==> src/rtl/csr_pkg.sv <==
// Shared widths, FSM encoding and requester indices for the CSR bus arbiter.
package csr_pkg;

    localparam int CSR_AW = 5;
    localparam int CSR_DW = 8;

    typedef enum logic [1:0] {
        IDLE  = 2'd0,
        ISSUE = 2'd1,
        WAIT  = 2'd2,
        DONE  = 2'd3
    } arb_state_t;

    localparam logic M0 = 1'b0;
    localparam logic M1 = 1'b1;

endpackage

==> src/rtl/csr_arb_pick.sv <==
// Combinational winner selection between the two CSR requesters.
// Build option CSR_ARB_FIXED_PRIO_EN: m0 always wins and no history input exists.
module csr_arb_pick
    import csr_pkg::*;
(
    input  logic [1:0] req,
`ifndef CSR_ARB_FIXED_PRIO_EN
    input  logic       last,
`endif
    output logic       valid,
    output logic       winner
);

    always_comb begin
        valid = |req;
`ifdef CSR_ARB_FIXED_PRIO_EN
        winner = req[0] ? M0 : M1;
`else
        // On contention the requester that was not served last goes next.
        case (req)
            2'b01:   winner = M0;
            2'b10:   winner = M1;
            2'b11:   winner = ~last;
            default: winner = M0;
        endcase
`endif
    end

endmodule

==> src/rtl/csr_arbiter.sv <==
// Two-requester arbiter for the internal CSR bus: one access at a time, waits out
// the peripherals' read latency, then acks the winner. Build option: CSR_ARB_FIXED_PRIO_EN.
module csr_arbiter
    import csr_pkg::*;
#(
    parameter int                READ_LATENCY = 1,
    parameter logic [CSR_AW-1:0] IDLE_ADDR    = 5'h1f
) (
    input  logic              clk,
    input  logic              rst,
    input  logic              m0_req,
    input  logic [CSR_AW-1:0] m0_a,
    input  logic [CSR_DW-1:0] m0_di,
    input  logic              m0_we,
    output logic              m0_ack,
    output logic [CSR_DW-1:0] m0_do,
    input  logic              m1_req,
    input  logic [CSR_AW-1:0] m1_a,
    input  logic [CSR_DW-1:0] m1_di,
    input  logic              m1_we,
    output logic              m1_ack,
    output logic [CSR_DW-1:0] m1_do,
    output logic [CSR_AW-1:0] csr_a,
    output logic [CSR_DW-1:0] csr_di,
    output logic              csr_we,
    input  logic [CSR_DW-1:0] csr_do
);

    localparam logic [1:0] CNT_LOAD = 2'(READ_LATENCY - 1);

    arb_state_t        state, next_state;
    logic [1:0]        cnt, cnt_nxt;
    logic              owner, owner_nxt;
    logic              grant_valid, grant;
    logic [CSR_AW-1:0] csr_a_nxt;
    logic [CSR_DW-1:0] csr_di_nxt, m0_do_nxt, m1_do_nxt;
    logic              csr_we_nxt, m0_ack_nxt, m1_ack_nxt;

    csr_arb_pick u_pick (
        .req    ({m1_req, m0_req}),
`ifndef CSR_ARB_FIXED_PRIO_EN
        .last   (owner),
`endif
        .valid  (grant_valid),
        .winner (grant)
    );

    // NOTE: sequential state uses non-blocking assignments so every register
    // samples pre-edge values regardless of process ordering.
    always_ff @(posedge clk or posedge rst) begin
        if (rst) state <= IDLE;
        else     state <= next_state;
    end

    always_comb begin
        next_state = state;
        case (state)
            IDLE:    if (grant_valid) next_state = ISSUE;
            ISSUE:   next_state = WAIT;
            WAIT:    if (cnt == 2'd0) next_state = DONE;
            DONE:    next_state = IDLE;
            default: next_state = IDLE;
        endcase
    end

    // NOTE: every *_nxt gets a hold/default value first so no path infers a latch.
    always_comb begin
        csr_a_nxt  = csr_a;
        csr_di_nxt = csr_di;
        csr_we_nxt = 1'b0;
        m0_ack_nxt = 1'b0;
        m1_ack_nxt = 1'b0;
        m0_do_nxt  = m0_do;
        m1_do_nxt  = m1_do;
        owner_nxt  = owner;
        cnt_nxt    = cnt;
        case (state)
            IDLE: begin
                if (grant_valid) begin
                    owner_nxt  = grant;
                    csr_a_nxt  = (grant == M1) ? m1_a  : m0_a;
                    csr_di_nxt = (grant == M1) ? m1_di : m0_di;
                    csr_we_nxt = (grant == M1) ? m1_we : m0_we;
                end else begin
                    csr_a_nxt = IDLE_ADDR;
                end
            end
            ISSUE: cnt_nxt = CNT_LOAD;
            WAIT: begin
                if (cnt == 2'd0) begin
                    // Writes capture too, returning the post-write readback.
                    if (owner == M1) begin
                        m1_do_nxt  = csr_do;
                        m1_ack_nxt = 1'b1;
                    end else begin
                        m0_do_nxt  = csr_do;
                        m0_ack_nxt = 1'b1;
                    end
                    csr_a_nxt = IDLE_ADDR;
                end else begin
                    cnt_nxt = cnt - 2'd1;
                end
            end
            default: ;
        endcase
    end

    always_ff @(posedge clk or posedge rst) begin
        if (rst) begin
            csr_a  <= IDLE_ADDR;
            csr_di <= '0;
            csr_we <= 1'b0;
            m0_ack <= 1'b0;
            m1_ack <= 1'b0;
            m0_do  <= '0;
            m1_do  <= '0;
            owner  <= M1;
            cnt    <= '0;
        end else begin
            csr_a  <= csr_a_nxt;
            csr_di <= csr_di_nxt;
            csr_we <= csr_we_nxt;
            m0_ack <= m0_ack_nxt;
            m1_ack <= m1_ack_nxt;
            m0_do  <= m0_do_nxt;
            m1_do  <= m1_do_nxt;
            owner  <= owner_nxt;
            cnt    <= cnt_nxt;
        end
    end

endmodule

==> config.mk <==
export PLATFORM = sky130hd
export DESIGN_NAME = csr_arbiter
export DESIGN_NICKNAME = d
export VERILOG_FILES = /design/src/rtl/csr_pkg.sv /design/src/rtl/csr_arb_pick.sv /design/src/rtl/csr_arbiter.sv
export SDC_FILE = /design/constraint.sdc
export NUM_CORES = 1
export LEC_CHECK = 0
export ABC_AREA = 1
export CAP_MARGIN = 15
export CORE_MARGIN = 2
export CORE_UTILIZATION = 43
export CTS_CLUSTER_SIZE = 10
export DETAILED_ROUTE_END_ITERATION = 12
export GPL_ROUTABILITY_DRIVEN = 0
export HOLD_SLACK_MARGIN = 0.12
export PLACE_DENSITY_LB_ADDON = 0.1
export SYNTH_ARGS = -nofsm -noshare
export SYNTH_HDL_FRONTEND = slang
export SYNTH_HIERARCHICAL = 1
export SYNTH_SLANG_ARGS = --single-unit
==> constraint.sdc <==
create_clock -name clk -period 2 [get_ports clk]
set_clock_uncertainty 0.1 [all_clocks]
set_input_delay 0.4 -clock clk [delete_from_list [all_inputs] [get_ports clk]]
set_output_delay 0.4 -clock clk [all_outputs]
set_load 0.02 [all_outputs]
==> results of run 1 <==
-- worst max-delay path by stage --
stage / startpoint / slack (ps) / end / cells after the start
final: csr_a[4] / 80 / csr_a[4] / 1
after detailed placement: m1_req / 160 / csr_di[7] / 6
after global placement: m1_req / 230 / csr_di[1] / 6
after global routing: csr_a[2] / 40 / csr_a[2] / 1
after floorplan: state[0] / 550 / m0_do[6] / 6
after CTS: csr_a[4] / 60 / csr_a[4] / 1
-- cells by family (layout without fill, tap and decap cells) --
| kind of cell | after synthesis | count (layout) | synth area share [%] |
|---|---|---|---|
| AOI/OAI and AO/OA | 31 | 31 | 11.3 |
| adders and majority gates | 7 | 7 | 4.89 |
| buffers and inverters | 36 | 114 | 8.53 |
| DFF | 37 | 37 | 52.2 |
| and+or+nand+nor | 99 | 99 | 23.1 |
-- metal layers --
layer	part of all wire, %	wire, µm	GRT usage, %
met1	44	1740	22.6
met2	51	2020	32.1
met3	4.4	175	5.52
met4	1.2	49	6.00
met5	0	0	0
-- cell type report --
| type | count | area [µm²] |
|---|---|---|
| well taps | 50 | 62.6 |
| repair buffers | 75 | 741 |
| inverters | 31 | 116 |
| multi-input cells | 137 | 703 |
| flip-flops and latches | 37 | 933 |
| fillers | 355 | 1330 |
| clock buffers | 5 | 68.8 |
| clock inverters | 3 | 46.3 |
-- cell usage in the layout (no fill, tap or decap), drive strengths merged, types with 2 or more instances in the layout --
cell type / count
dfstp: 6
ha: 7
inv: 31
o21ai: 25
or2: 2
nand2: 81
o211ai: 5
dfrtp: 31
buf: 4
nand3: 9
nor2: 6
clkbuf: 5
clkdlybuf4s50: 71
-- per-stage QoR --
stage	cells	instance area, µm²
2_1_floorplan	210	1790
3_3_place_gp	330	2560
3_5_place_dp	330	2560
4_1_cts	338	2670
5_1_grt	338	2670
6_report	338	2670
-- power by group --
group          switching [W]  internal, W  leakage [nW]
registers           0.000201      0.00116         0.447
clock network       0.000279     0.000373        0.0543
logic                0.00122     0.000979         0.815
total                0.00170      0.00251          1.32
-- state kept, by name, summed over array words and instances (netlist names) --
register	flops
state	2
m0_do	8
owner	1
csr_di	8
m0_ack	1
cnt	2
m1_do	8
csr_we	1
csr_a	5
m1_ack	1
==> summary.txt, run 1 <==
STA
  – Final Hold Viols: 0
  – Worst Max-Slew Pin Slew: 494 ps
  – Unrepaired setup endpoints after global routing: no
  – Fmax: 520 MHz
  – Crit share post-route: 96.1%
  – Hold Slack: 373 ps
  – Setup ws final: 77.2 ps
  – Post-route setup TNS: 0 ps
  – Slew Limit Fails: 0
  – Min cycle time layout: 1920 ps
  – Slew margin rel.: 66.7%
  – Final setup vio count: 0

Run
  – Max Cap Viol: 0

Routing
  – DRC Markers: 0
  – Total number of vias: 1538
  – Post-DR vias/cell: 4.55
  – Violation count after the first detailed-route iteration: 106
  – Routed wire per std cell: 11.8 µm
  – Post-route ant nets: 0
  – Detailed-route wire length: 3.98 mm
  – Drt first pass iters: 4

Clock network
  – Setup repair bufs after CTS: 0
  – CTS tree: built
  – Clock Latency Late Sink: 290 ps
  – # resized after CTS: 0
  – H-tree level count: 2
  – CTS Buf Count: 5
  – Hold buffer count at cts: 0
  – Clock Path Buffers: 2
  – Clk sinks: 37
  – Clk root buf: clkbuf_8
  – Reg clk slew, reported paths: 70 ps

Global routing
  – Total GRT Usage: 18.8%
  – Global route overflow: 0
  – Pin count of the biggest net entering global routing: 38
  – Initial antenna violation count: 0
  – First-pass GRT wire length: 6.39 mm
  – Number of global-route vias before repair: 1434

Power
  – Power, Total: 0.00422 W
  – Leakage: 1.32 nW
  – Peak supply drop: 0.000828 V
  – Pwr/cell area: 1580 mW/mm²

Logic synthesis
  – Asr flop ratio synth: 100%
  – Largest area contributor in the netlist: dfrtp_1
  – Mapped Area: 0.00179 mm²
  – Synth top area cells: dfrtp_1, nand2_1, dfstp_2, inv_1, ha_1
  – Cells after synthesis: 210
  – Avg Synthesized Cell Area: 8.52 µm²
  – Number of flops mapped to enable cells by yosys: 0
  – Yosys top cell area share: 43.4%
  – Mapped Nets: 257
  – Synth Register Bits: 37
  – Post-synthesis sequential area ratio: 52.2%
  – Syn. warnings: 6
  – Synth Flop Type: dfrtp_1
  – Top post-synthesis cells by count: nand2_1, dfrtp_1, inv_1, o21ai_1, o21ai_2
  – Most frequent cell after synthesis: nand2_1
  – Post-synth cell types: 20

Worst setup path
  – Crit path kind: reg2out
  – Critical Path Slowest Stage Cell: clkdlybuf4s50_1
  – FF-to-FF path depth: 5
  – CP Launch Type: flip-flop
  – Worst path max stage delay: 600 ps
  – CP arrival: 1420 ps
  – Buffer and inverter count on the worst path: 1
  – Worst reg2reg path startpoint: state[0]
  – Flop2flop setup slack: 400 ps
  – Critical Path RT: 1500 ps
  – Critical path's top delay family: buffers and inverters
  – FF-to-FF End: csr_a[4]
  – Worst-path fanout max: 2
  – CP Capture Type: output port
  – Critical-path cell list: clkdlybuf4s50_1

Cells and area
  – Area Overhead vs Synth: 49.3%
  – Final-stage net count: 334
  – Fin util: 66.8%
  – Diodes inserted: 0
  – Share of cells above drive strength 1: 10.4%

Worst hold path
  – Min-Delay Path Depth: 2
  – Hold Path Origin: csr_a[1]
  – Worst Hold End: csr_a[1]
  – Hold WC Path Type: reg2reg

Die
  – Die width: 68.5 µm
  – Die height: 68.5 µm
  – Std-Cell Rows: 23
  – Initial Utilization: 44.7%
  – Core Box Area: 0.00400 mm²
  – Die ar.: 0.00469 mm²
  – I/O pins: 72

Placement
  – Pre-CTS setup slack: 160 ps
  – Final HPWL DP: 2.93 mm
  – IO buf count: 71

Status
  – Status: finished clean
Note: power is estimated with default switching activity, not from simulation.
==> run 2, diff against run 1 <==
CAP_MARGIN = 20   (was 15)
HOLD_SLACK_MARGIN = 0.08   (was 0.12)
==> results of run 2 <==
Same layout as run 1: the final DEF is identical, and so are final timing and power.
